`src/rtl/muxn_reg_pkg.sv`:
```
`default_nettype none
// +----------------------------------------------------------------------------+
// | mux_pkg                                                                    |
// | Shared constants and index helpers for the muxn_reg N:1 registered mux.    |
// | MODE_EXT selects the externally driven channel select, and MODE_RR selects |
// | the internal round-robin arbitration.                                      |
// | Rev 1.0 - initial release                                                  |
// +----------------------------------------------------------------------------+
package mux_pkg;

  localparam int unsigned MODE_EXT = 0;
  localparam int unsigned MODE_RR  = 1;

  // Wide index type used for channel arithmetic. Values are truncated to SELW
  // bits only after wrap handling, so a non-power-of-2 N never aliases.
  typedef logic [31:0] sel_idx_t;

  // Increment a channel index and wrap it explicitly at n (not at 2**SELW).
  function automatic sel_idx_t wrap_inc(input sel_idx_t idx, input int unsigned n);
    sel_idx_t nxt;
    nxt = idx + sel_idx_t'(1);
    return (nxt >= sel_idx_t'(n)) ? '0 : nxt;
  endfunction

endpackage
`default_nettype wire

```
`src/rtl/muxn_reg_if.sv`:
```
`default_nettype none
// +----------------------------------------------------------------------------+
// | muxn_reg_if                                                                |
// | Bundle of the N input channels, the select and the output channel.         |
// |   in_data/in_valid/in_ready : per-channel producer handshake               |
// |   sel                       : external channel select (MODE_EXT only)      |
// |   out_data/out_valid/out_ready/out_src : registered consumer handshake     |
// | master = producer/consumer side, slave = mux side.                         |
// | Rev 1.0 - initial release                                                  |
// +----------------------------------------------------------------------------+
interface muxn_reg_if #(
  parameter int unsigned WIDTH = 64,
  parameter int unsigned N     = 4,
  parameter int unsigned SELW  = $clog2(N)
);

  logic [N-1:0][WIDTH-1:0] in_data;
  logic [N-1:0]            in_valid;
  logic [N-1:0]            in_ready;
  logic [SELW-1:0]         sel;
  logic [WIDTH-1:0]        out_data;
  logic                    out_valid;
  logic                    out_ready;
  logic [SELW-1:0]         out_src;

  modport master (
    output in_data, in_valid, sel, out_ready,
    input  in_ready, out_data, out_valid, out_src
  );

  modport slave (
    input  in_data, in_valid, sel, out_ready,
    output in_ready, out_data, out_valid, out_src
  );

endinterface
`default_nettype wire

```
`src/rtl/muxn_reg_rr_pick.sv`:
```
`default_nettype none
// +----------------------------------------------------------------------------+
// | rr_pick                                                                    |
// | Combinational round-robin picker. Finds the first asserted req bit that    |
// | starts at ptr and searches upward, then wraps from N-1 to 0.               |
// |   req     [N-1:0]    : request vector                                      |
// |   ptr     [SELW-1:0] : highest-priority index (assumed < N)                |
// |   gnt_idx [SELW-1:0] : granted index (0 when gnt_any is low)               |
// |   gnt_any            : at least one request present                        |
// | Rev 1.0 - initial release                                                  |
// +----------------------------------------------------------------------------+
module rr_pick
  import mux_pkg::*;
#(
  parameter int unsigned N    = 4,
  parameter int unsigned SELW = $clog2(N)
) (
  input  logic [N-1:0]    req,
  input  logic [SELW-1:0] ptr,
  output logic [SELW-1:0] gnt_idx,
  output logic            gnt_any
);

  sel_idx_t w_idx;

  always_comb begin
    gnt_any = 1'b0;
    gnt_idx = '0;
    w_idx   = '0;
    for (int i = 0; i < int'(N); i++) begin
      // Rotate by ptr with an explicit wrap at N so non-power-of-2 N is exact.
      w_idx = sel_idx_t'(ptr) + sel_idx_t'(i);
      if (w_idx >= sel_idx_t'(N)) begin
        w_idx = w_idx - sel_idx_t'(N);
      end
      if (!gnt_any && req[w_idx]) begin
        gnt_any = 1'b1;
        gnt_idx = SELW'(w_idx);
      end
    end
  end

endmodule
`default_nettype wire

```
`src/rtl/muxn_reg.sv`:
```
`default_nettype none
// +----------------------------------------------------------------------------+
// | muxn_reg                                                                   |
// | N-input, WIDTH-bit multiplexer with a single-entry registered output stage |
// | and valid/ready handshakes on every input and on the output.              |
// |   clk   : rising-edge clock                                                |
// |   reset : asynchronous assert, active-high; clears the output stage and    |
// |           the round-robin pointer                                          |
// |   bus   : muxn_reg_if slave (inputs, sel, outputs)                         |
// | MODE_EXT: channel chosen by bus.sel. MODE_RR: round-robin among valids.    |
// | Rev 1.0 - initial release                                                  |
// +----------------------------------------------------------------------------+
module muxn_reg
  import mux_pkg::*;
#(
  parameter int unsigned WIDTH = 64,
  parameter int unsigned N     = 4,
  parameter int unsigned MODE  = MODE_EXT,
  parameter int unsigned SELW  = $clog2(N)
) (
  input  logic       clk,
  input  logic       reset,
  muxn_reg_if.slave  bus
);

  logic             w_load_en;
  logic             w_gnt_any;
  logic [SELW-1:0]  w_gnt;
  logic             w_load;
  logic [N-1:0]     w_in_ready;

  logic [WIDTH-1:0] r_out_data;
  logic             r_out_valid;
  logic [SELW-1:0]  r_out_src;

  // The output stage can take a word when it is empty or is draining this cycle.
  assign w_load_en = !r_out_valid || bus.out_ready;

  generate
    if (MODE == MODE_RR) begin : g_rr
      logic [SELW-1:0] r_ptr;
      logic [SELW-1:0] w_rr_idx;
      logic            w_rr_any;

      rr_pick #(
        .N    (N),
        .SELW (SELW)
      ) u_pick (
        .req     (bus.in_valid),
        .ptr     (r_ptr),
        .gnt_idx (w_rr_idx),
        .gnt_any (w_rr_any)
      );

      assign w_gnt     = w_rr_idx;
      assign w_gnt_any = w_rr_any;

      // The pointer moves past the winner only on an accepted transfer, so a
      // stalled grant keeps its priority.
      always_ff @(posedge clk or posedge reset) begin
        if (reset) begin
          r_ptr <= '0;
        end else if (w_load) begin
          r_ptr <= SELW'(wrap_inc(sel_idx_t'(w_gnt), N));
        end
      end
    end else begin : g_ext
      // An out-of-range select grants nothing, so in_ready stays low and no
      // load occurs.
      assign w_gnt     = bus.sel;
      assign w_gnt_any = (sel_idx_t'(bus.sel) < sel_idx_t'(N));
    end
  endgenerate

  // In external mode the ready bit ignores in_valid of the chosen channel.
  always_comb begin
    w_in_ready = '0;
    for (int k = 0; k < int'(N); k++) begin
      w_in_ready[k] = w_gnt_any && (w_gnt == SELW'(k)) && w_load_en;
    end
  end

  assign w_load = w_gnt_any && w_load_en && bus.in_valid[w_gnt];

  always_ff @(posedge clk or posedge reset) begin
    if (reset) begin
      r_out_valid <= 1'b0;
      r_out_data  <= '0;
      r_out_src   <= '0;
    end else if (w_load) begin
      r_out_valid <= 1'b1;
      r_out_data  <= bus.in_data[w_gnt];
      r_out_src   <= w_gnt;
    end else if (r_out_valid && bus.out_ready) begin
      r_out_valid <= 1'b0;
    end
  end

  assign bus.in_ready  = w_in_ready;
  assign bus.out_data  = r_out_data;
  assign bus.out_valid = r_out_valid;
  assign bus.out_src   = r_out_src;

endmodule
`default_nettype wire

```
`src/flat_wrapper.sv`:
```
// flat-port wrapper written by rule: the top's interface ports become plain ports
module muxn_reg_flat import mux_pkg::*;
#(
  parameter int unsigned WIDTH = 64,
  parameter int unsigned N     = 4,
  parameter int unsigned MODE  = MODE_EXT,
  parameter int unsigned SELW  = $clog2(N)
)
  (clk, reset, bus_in_data, bus_in_valid, bus_sel, bus_out_ready, bus_in_ready, bus_out_data, bus_out_valid, bus_out_src);
  muxn_reg_if #(.WIDTH(WIDTH), .N(N), .SELW(SELW)) bus_i ();
  input  logic clk;
  input  logic reset;
  input wire logic [$bits(bus_i.in_data)-1:0] bus_in_data;
  input wire logic [$bits(bus_i.in_valid)-1:0] bus_in_valid;
  input wire logic [$bits(bus_i.sel)-1:0] bus_sel;
  input wire logic [$bits(bus_i.out_ready)-1:0] bus_out_ready;
  output wire logic [$bits(bus_i.in_ready)-1:0] bus_in_ready;
  output wire logic [$bits(bus_i.out_data)-1:0] bus_out_data;
  output wire logic [$bits(bus_i.out_valid)-1:0] bus_out_valid;
  output wire logic [$bits(bus_i.out_src)-1:0] bus_out_src;
  assign bus_i.in_data = bus_in_data;
  assign bus_i.in_valid = bus_in_valid;
  assign bus_i.sel = bus_sel;
  assign bus_i.out_ready = bus_out_ready;
  assign bus_in_ready = bus_i.in_ready;
  assign bus_out_data = bus_i.out_data;
  assign bus_out_valid = bus_i.out_valid;
  assign bus_out_src = bus_i.out_src;
  muxn_reg #(.WIDTH(WIDTH), .N(N), .MODE(MODE), .SELW(SELW)) u_core (.clk(clk), .reset(reset), .bus(bus_i));
endmodule
```
`config.mk`:
```
export PLATFORM = sky130hd
export DESIGN_NAME = muxn_reg_flat
export DESIGN_NICKNAME = d
export VERILOG_FILES = /design/src/rtl/muxn_reg_pkg.sv /design/src/rtl/muxn_reg_if.sv /design/src/rtl/muxn_reg_rr_pick.sv /design/src/rtl/muxn_reg.sv /design/src/flat_wrapper.sv
export SDC_FILE = /design/constraint.sdc
export NUM_CORES = 1
export LEC_CHECK = 0
export CAP_MARGIN = 20
export CORE_MARGIN = 5
export CORE_UTILIZATION = 30
export CTS_BUF_LIST = sky130_fd_sc_hd__clkbuf_8
export DETAILED_ROUTE_END_ITERATION = 10
export PLACE_DENSITY = 0.73
export SLEW_MARGIN = 20
export SYNTH_ARGS = -nofsm -noshare
export SYNTH_HDL_FRONTEND = slang
export SYNTH_SLANG_ARGS = --single-unit
```
`constraint.sdc`:
```
create_clock -name clk -period 5.52 [get_ports clk]
set_input_delay 1.104 -clock clk [delete_from_list [all_inputs] [get_ports clk]]
set_output_delay 1.104 -clock clk [all_outputs]
set_load 0.02 [all_outputs]
```
==> results of run 1 <==
[report_power, final]
part	leakage, nW	internal [mW]	total [mW]	switching, mW
Sequential	0.783	0.622	0.699	0.0766
Clock	0.103	0.181	0.363	0.182
Combinational	2.35	0.619	1.01	0.391
[layout by cell type, fill, tap and decap left out, types with 4 or more instances in the layout]
| cell type | instances |
|---|---|
| dfrtp_1 | 67 |
| inv_1 | 4 |
| clkdlybuf4s50_1 | 333 |
| clkbuf_8 | 11 |
| buf_4 | 4 |
| mux2_1 | 15 |
| mux4_1 | 11 |
| mux4_2 | 53 |
| mux2_4 | 50 |
[cell type report]
| cell class | instances | area share, % |
|---|---|---|
| Tap cell | 184 | 2.883 |
| Timing Repair Buffer | 339 | 42.43 |
| Clock buffer | 11 | 1.896 |
| Inverter | 2 | 0.09400 |
| Clock inverter | 5 | 0.2663 |
| Sequential cell | 67 | 20.99 |
| Multi-Input combinational cell | 144 | 31.44 |
[flip-flops by register name (all words and copies together), names as in the netlist]
register and flops:
u_core.bus.out_data 64, u_core.bus.out_src 2, u_core.bus.out_valid 1
[per-layer routing]
layer / global-route usage [%] / vias up
li1: - / 1627
met1: 19.02 / 1793
met2: 32.11 / 191
met3: 6.585 / 30
met4: 8.530 / 0
met5: 0 / -
[worst paths after layout]
check | slack [ns] | startpoint | to | cells past startpoint
worst min register to register | 0.49 | u_core.bus.out_data[0] | u_core.bus.out_data[0] | 1
min in group asynchronous | 1.33 | reset | u_core.bus.out_data[10] | 3
worst max-delay path | 1.81 | bus_sel[1] | bus_in_ready[2] | 4
max in group asynchronous | 3.64 | reset | u_core.bus.out_data[30] | 3
worst max register to register | 3.13 | u_core.bus.out_valid | u_core.bus.out_data[9] | 5
worst min-delay path | 0.49 | u_core.bus.out_data[0] | u_core.bus.out_data[0] | 1
[cells in the mapped netlist (2+ instances only)]
library cell,number,share of area (%)
buf_2,8,0.91
buf_6,2,0.51
buf_8,6,2.1
clkbuf_1,6,0.51
dfrtp_1,67,38
inv_1,2,0.17
mux2_1,15,3.8
mux2_4,50,17
mux2i_1,2,0.46
mux4_1,11,6.6
mux4_2,53,27
nand2_1,2,0.17
nand2b_1,2,0.28
[kinds of logic (layout without fill, tap and decap cells)]
kind of cell    count (synthesis)  count (layout)  synth area share [%]
mux                           131             131                 55.17
flops                          67              67                 38.19
buf+inv                        25             357                 4.617
simple gates                   10              10                 1.339
compound gates                  3               3                0.6842
[metrics by stage]
stage | hold slack [ns] | utilization [%] | cell area [um^2] | worst slack, ns | power [mW]
6_report | 0.4924 | 55.37 | 7986 | 1.812 | 2.072
5_1_grt | 0.5260 | 55.37 | 7986 | 1.684 | 2.180
4_1_cts | 0.4962 | 55.37 | 7986 | 1.768 | 2.117
3_5_place_dp | 0.4827 | 54.17 | 7814 | 1.811 | 1.729
3_3_place_gp | 0.4755 | 54.17 | 7814 | 1.797 | 1.713
2_1_floorplan | 0.6052 | - | 4390 | 2.241 | 1.194
[critical path: stages]
cell             delay [ns]
buf_2                  0.51
nand2_1                0.21
nor2_1                 0.14
clkdlybuf4s50_1        0.62
==> metrics.md, run 1 <==
| Metric | Value |
|---|---|
| Root buffer cell | clkbuf_8 |
| Slew Viols, Final | 0 |
| VDD IR-drop max | 0.1233 mV |
| Worst Setup End Kind | primary output |
| Ant. Diodes | 0 |
| Initial DRT Pass Iterations | 4 |
| Mapped Cells | 236 |
| Post-Synthesis Net Count | 501 |
| Post-DP HPWL | 12.95 mm |
| Area grow syn2layout | 81.90% |
| Synth Flop Type | dfrtp_1 |
| Number of global-route vias before repair | 4,336 |
| Slew headroom | 42.74% |
| Ys async rst share | 100.0% |
| I/O Buffers | 335 |
| Register area | 1677 um^2 |
| Nets | 828 |
| Skew final | 0.008635 ns |
| Post_cts resized | 0 |
| Layout cell share with drive strength beyond 1 | 22.01% |
| Clock Tree Buf Depth | 2 |
| Fin crit period | 3.708 ns |
| Drt drc | 0 |
| Fmax | 0.2697 GHz |
| Antenna violations before repair | 0 |
| FILL cells | 1,227 |
| Tcrit/Tclk final | 67.18% |
| Clock tree from TritonCTS | yes |
| Final ANT Viol Nets | 0 |
| DR WL/cell | 21.00 um |
| Synth unique cells | 23 |
| Max Cap Viol | 0 |
| H-tree Lvls | 3 |
| Final Hold Fails | 0 |
| Seq cells post-synth | 67 |
| Crit path required time | 4.42 ns |
| TritonCTS Buffers | 9 |
| GP Congestion | 0.7966 |
| Max layer used | met4 |
| Number of DRC markers in iteration 0 | 137 |
| Number of synthesized flops with an enable pin | 0 |
| Gr usage total | 18.11% |
| Synthesis Warnings | 0 |
| GRT overflow | 0 |
| First-pass GRT wire length | 23.04 mm |
| RSZ-0062 raised after global routing | false |
| Arr. time, crit path | 2.60 ns |
| Postcts setup bufs | 0 |
| Slew @ Worst Pin | 0.8589 ns |
| Status | complete, no violations |
| Core ar. | 14,420 um^2 |
| Die Wd | 131.0 um |
| Sequential share of the synthesized area | 38.19% |
| Power per cell area | 259.4 nW/um^2 |
| Clock sinks | 67 |
| Post-synthesis instance area | 4390 um^2 |
| Pleak | 3.233 nW |
| Hold WC Path Type | register to register |
| Initial Utilization | 30.44% |
| Site row count | 44 |
| Startpoint Class | input port |
| Via density | 4.842 |
| Register clock-pin slew on the reported worst setup and hold paths | 0.07 ns |
| Die area | 17,150 um^2 |
| Placed Cells | 736 |
| Fin Setup TNS | 0 ns |
| Area occupied by multi-input gates | 2511 um^2 |
| Worst-Skew Late Latency | 0.36 ns |
| Finished Layout Cells | 752 |
| Met2 WL | 8.544 mm |
| Wl on met1 | 5.242 mm |
| # IOs | 336 |
| # setup viols final | 0 |
| Via Count | 3,641 |
| DRT Wirelength | 15.79 mm |
| CP Class | input port to primary output |
| Hold Buf Count CTS | 0 |
| Met3 WL | 1.491 mm |
| Largest net degree at the start of global routing | 68 |
| Crit Path Max Fanout | 32 |
| Die Y | 131.0 um |
| Synth Area per Inst | 18.60 um^2 |
Note: power is estimated with default switching activity, not from simulation.
==> run 2: changes to the inputs <==
Settings changed: PLACE_DENSITY 0.73 to 0.76.
Clock period 5.52 ns to 3 ns, I/O delays scaled along.
==> run 2 against run 1 <==
- worst hold slack about the same
- die area unchanged
- sequential power up 83%
- cell area up 1.4%
- sequential share of layout area fell by 0.30 points
- cell count grew 0.40%
- combinational power increased by 84%
- clock-buffer cell count fell by 2
- global-route usage decreased by 0.28 points
- critical endpoint is now bus_in_ready[0]
- highest routed layer unchanged
==> metrics.md, run 2 (synthesized netlist as in run 1, its figures left out) <==
| Metric | Value |
|---|---|
| Site row count | 44 |
| FILL cells | 1,180 |
| Crit Path Max Fanout | 4 |
| Final ANT Viol Nets | 0 |
| Fin Setup TNS | 0 ns |
| Power per cell area | 500.4 nW/um^2 |
| DR WL/cell | 20.67 um |
| H-tree Lvls | 3 |
| Final Util | 56.17% |
| RSZ-0062 raised after global routing | false |
| Hold Buf Count CTS | 0 |
| Antenna violations before repair | 0 |
| Nets | 831 |
| FF-to-FF Start | u_core.bus.out_valid |
| R2R setup slack | 1.06 ns |
| Commonest non-fill, non-tap cell in the layout | clkdlybuf4s50_1 |
| Status | complete, no violations |
| Ant. Diodes | 0 |
| Startpoint Class | input port |
| Root buffer cell | clkbuf_8 |
| Clock tree from TritonCTS | yes |
| DP Area | 7861 um^2 |
| Via Count | 3,644 |
| Fin crit period | 2.618 ns |
| VDD IR-drop max | 0.2789 mV |
| Post-route cell area | 8102 um^2 |
| Register clock-pin slew on the reported worst setup and hold paths | 0.07 ns |
| Skew final | 0.003768 ns |
| # setup viols final | 0 |
| Via density | 4.826 |
| Largest net degree at the start of global routing | 66 |
| Die Y | 131.0 um |
| Fmax | 0.3819 GHz |
| Min-delay src | u_core.bus.out_data[5] |
| Postcts setup bufs | 0 |
| Final Power | 4.054 mW |
| Core ar. | 14,420 um^2 |
| Post_cts resized | 0 |
| Finished Layout Cells | 755 |
| Drt drc | 0 |
| Gr usage total | 17.84% |
| Crit path required time | 2.40 ns |
| GRT overflow | 0 |
| Die Wd | 131.0 um |
| Number of global-route vias before repair | 4,289 |
| Commonest non-fill, non-tap cells in the layout | clkdlybuf4s50_1, dfrtp_1, mux4_2 |
| GP Congestion | 0.8386 |
| Final Hold Fails | 0 |
| Number of DRC markers in iteration 0 | 131 |
| Hold WC Path Type | register to register |
| CP Class | input port to primary output |
| Largest register FFs | 64 |
| Tcrit/Tclk final | 87.27% |
| Worst-Skew Late Latency | 0.35 ns |
| Clock sinks | 67 |
| Pleak | 3.273 nW |
| Slew Viols, Final | 0 |
| Slew headroom | 61.51% |
| Clock Tree Buf Depth | 2 |
| I/O Buffers | 335 |
| # IOs | 336 |
| Die area | 17,150 um^2 |
| Worst Setup SP | bus_out_ready |
| Max Cap Viol | 0 |
| Layout cell share with drive strength beyond 1 | 22.94% |
| Area grow syn2layout | 84.53% |
| Post-DP HPWL | 12.76 mm |
| Initial Utilization | 30.44% |
| First-pass GRT wire length | 22.98 mm |
| Arr. time, crit path | 2.02 ns |
| TritonCTS Buffers | 9 |
| DRT Wirelength | 15.61 mm |
| Slew @ Worst Pin | 0.5773 ns |
| Worst Setup End Kind | primary output |
| Initial DRT Pass Iterations | 4 |
| Placed Cells | 739 |
==> run 2: per-stage QoR <==
stage,setup slack [ns],hold slack (ns)
after floorplan,0.7168,0.6052
after global placement,0.3421,0.4728
after detailed placement,0.3433,0.4815
after CTS,0.3516,0.4991
after global routing,0.3432,0.5259
final,0.3818,0.4926
==> run 2: where the power goes <==
group	switching (mW)	leakage, nW	internal, mW
combinational	0.711	2.37	1.14
clock	0.364	0.119	0.550
sequential	0.140	0.783	1.14
total	1.22	3.27	2.84
==> run 2: final cells by class <==
class                           instances  area, um^2  share of cell area [%]
Timing Repair Buffer                  342        3436                   42.41
Multi-Input combinational cell        144        2511                   31.00
Sequential cell                        67        1677                   20.70
Tap cell                              184       230.2                   2.842
Clock buffer                            9       123.9                   1.529
Clock inverter                          7       116.4                   1.436
Inverter                                2       7.507                 0.09266
==> run 2: per-layer routing <==
metal	GRT usage, %	share of wire [%]
met5	0	0
met4	5.082	1.9
met3	7.561	11
met2	32.41	53
met1	18.78	34
==> run 2: final timing paths <==
check,endpoint,cells after the start
min,u_core.bus.out_data[5],1
max,bus_in_ready[0],4
min in group asynchronous,u_core.bus.out_data[17],2
max reg2reg,u_core.bus.out_data[9],5
min reg2reg,u_core.bus.out_data[5],1
max in group asynchronous,u_core.bus.out_data[48],3
==> run 2: critical path: stages <==
cell,delay (ns)
clkdlybuf4s50_1,0.46
nor2b_1,0.08
nor3_1,0.21
clkdlybuf4s50_1,0.66
==> run 3: changes to the inputs <==
Settings changed: GPL_TIMING_DRIVEN set to 0.
==> run 3 against run 2 <==
- global-route usage hardly changed
- largest power group unchanged
- total power decreased by 3.1%
- clock power shrank 16%
- sequential share of layout area fell by 0.21 points
- maximum frequency decreased by 7.9%
- register-to-register slack better by 0.12 ns
- utilization grew 0.56 points
==> metrics.md, run 3 (synthesized netlist as in run 1, its figures left out) <==
| Metric | Value |
|---|---|
| Setup ws final | 0.1573 ns |
| TritonCTS Buffers | 9 |
| FILL cells | 1,178 |
| Die Y | 131.0 um |
| Drt drc | 0 |
| Skew final | 0.009562 ns |
| Slew Viols, Final | 0 |
| RSZ-0062 raised after global routing | false |
| GRT overflow | 0 |
| Number of DRC markers in iteration 0 | 99 |
| Final Power | 3.927 mW |
| Max Cap Viol | 0 |
| VDD IR-drop max | 0.2607 mV |
| Area occupied by multi-input gates | 2511 um^2 |
| First-pass GRT wire length | 23.28 mm |
| DP Area | 7976 um^2 |
| Crit path required time | 2.40 ns |
| Nets | 846 |
| Hold Buf Count CTS | 0 |
| Slew headroom | 58.60% |
| Ant. Diodes | 0 |
| Register clock-pin slew on the reported worst setup and hold paths | 0.07 ns |
| DR WL/cell | 20.53 um |
| Die Wd | 131.0 um |
| Die area | 17,150 um^2 |
| Finished Layout Cells | 770 |
| Clock Tree Buf Depth | 2 |
| Worst Setup End Kind | primary output |
| Clock tree from TritonCTS | yes |
| Fin Setup TNS | 0 ns |
| Antenna violations before repair | 0 |
| Power per cell area | 479.9 nW/um^2 |
| Post-route cell area | 8183 um^2 |
| DP Worst Slack | -0.2186 ns |
| Site row count | 44 |
| Initial DRT Pass Iterations | 4 |
| Via density | 4.809 |
| Post-DP HPWL | 13.31 mm |
| Final Hold Fails | 0 |
| Register area | 1677 um^2 |
| Root buffer cell | clkbuf_8 |
| Arr. time, crit path | 2.24 ns |
| Tcrit/Tclk final | 94.76% |
| Gr usage total | 17.86% |
| Commonest non-fill, non-tap cells in the layout | clkdlybuf4s50_1, dfrtp_1, mux4_2 |
| Clock sinks | 67 |
| Commonest non-fill, non-tap cell in the layout | clkdlybuf4s50_1 |
| Startpoint Class | input port |
| Slew @ Worst Pin | 0.6210 ns |
| Status | complete, no violations |
| Hold WC Path Type | register to register |
| H-tree Lvls | 3 |
| Number of global-route vias before repair | 4,451 |
| Core ar. | 14,420 um^2 |
| Placed Cells | 754 |
| Layout cell share with drive strength beyond 1 | 24.06% |
| Largest net degree at the start of global routing | 38 |
| Largest register FFs | 64 |
| Postcts setup bufs | 0 |
| # IOs | 336 |
| Worst-Skew Late Latency | 0.35 ns |
| Fin crit period | 2.843 ns |
| GP Congestion | 0.8216 |
| Initial Utilization | 30.44% |
| # setup viols final | 0 |
| DRT Wirelength | 15.81 mm |
| Via Count | 3,703 |
| Pleak | 3.305 nW |
| Area grow syn2layout | 86.38% |
| Fmax | 0.3518 GHz |
| CP Class | input port to primary output |
| I/O Buffers | 333 |
| Final ANT Viol Nets | 0 |
| Crit Path Max Fanout | 10 |
run 3: routing by layer:
layer | global-route usage (%) | part of all wire [%] | wire (um) | up-vias
met3 | 6.138 | 10 | 1583 | 23
met4 | 5.929 | 1.9 | 305 | 0
met2 | 32.47 | 53 | 8352 | 193
li1 | - | - | - | 1665
met1 | 19.35 | 35 | 5569 | 1822
met5 | 0 | 0 | 0 | -
run 3: final cells by class:
type	instances	area share [%]
inverter	2	0.1223
sequential	67	20.49
clock buffer	10	1.682
timing repair buffer	334	40.98
clock inverter	6	0.7951
multi-input combinational	144	30.69
buffer	23	2.431
tap	184	2.813
run 3: path summary, 6_finish.rpt:
path | to | startpoint | slack (ns) | cells after the start
max in group asynchronous | u_core.bus.out_data[9] | reset | 1.84 | 3
worst max register to register | u_core.bus.out_data[46] | u_core.bus.out_valid | 1.18 | 6
worst min-delay path | u_core.bus.out_data[11] | u_core.bus.out_data[11] | 0.49 | 1
worst min register to register | u_core.bus.out_data[11] | u_core.bus.out_data[11] | 0.49 | 1
min in group asynchronous | u_core.bus.out_data[16] | reset | 0.61 | 2
worst max-delay path | bus_in_ready[0] | bus_sel[1] | 0.16 | 5
run 3: metrics by stage:
| step | util (%) | hold slack, ns |
|---|---|---|
| after floorplan | - | 0.6052 |
| after global placement | 55.14 | 0.4751 |
| after detailed placement | 55.30 | 0.4820 |
| after CTS | 56.71 | 0.5002 |
| after global routing | 56.73 | 0.5146 |
| final | 56.73 | 0.4947 |
run 3: worst max-delay path: stages:
cell and delay, ns:
clkbuf_2 0.20, clkbuf_4 0.27, buf_2 0.22, nor3_1 0.29, clkdlybuf4s50_1 0.66
run 3: where the power goes:
part           switching (mW)  leakage, nW  internal [mW]  total [mW]
clock                   0.364       0.0905          0.405       0.769
combinational           0.714         2.43           1.16        1.88
sequential              0.136        0.783           1.14        1.28
run 3: timing repair:
action | in CTS | in global routing
setup endpoints to repair | 3 | 1
resized for setup | 1 | 1
cloned | 0 | 0
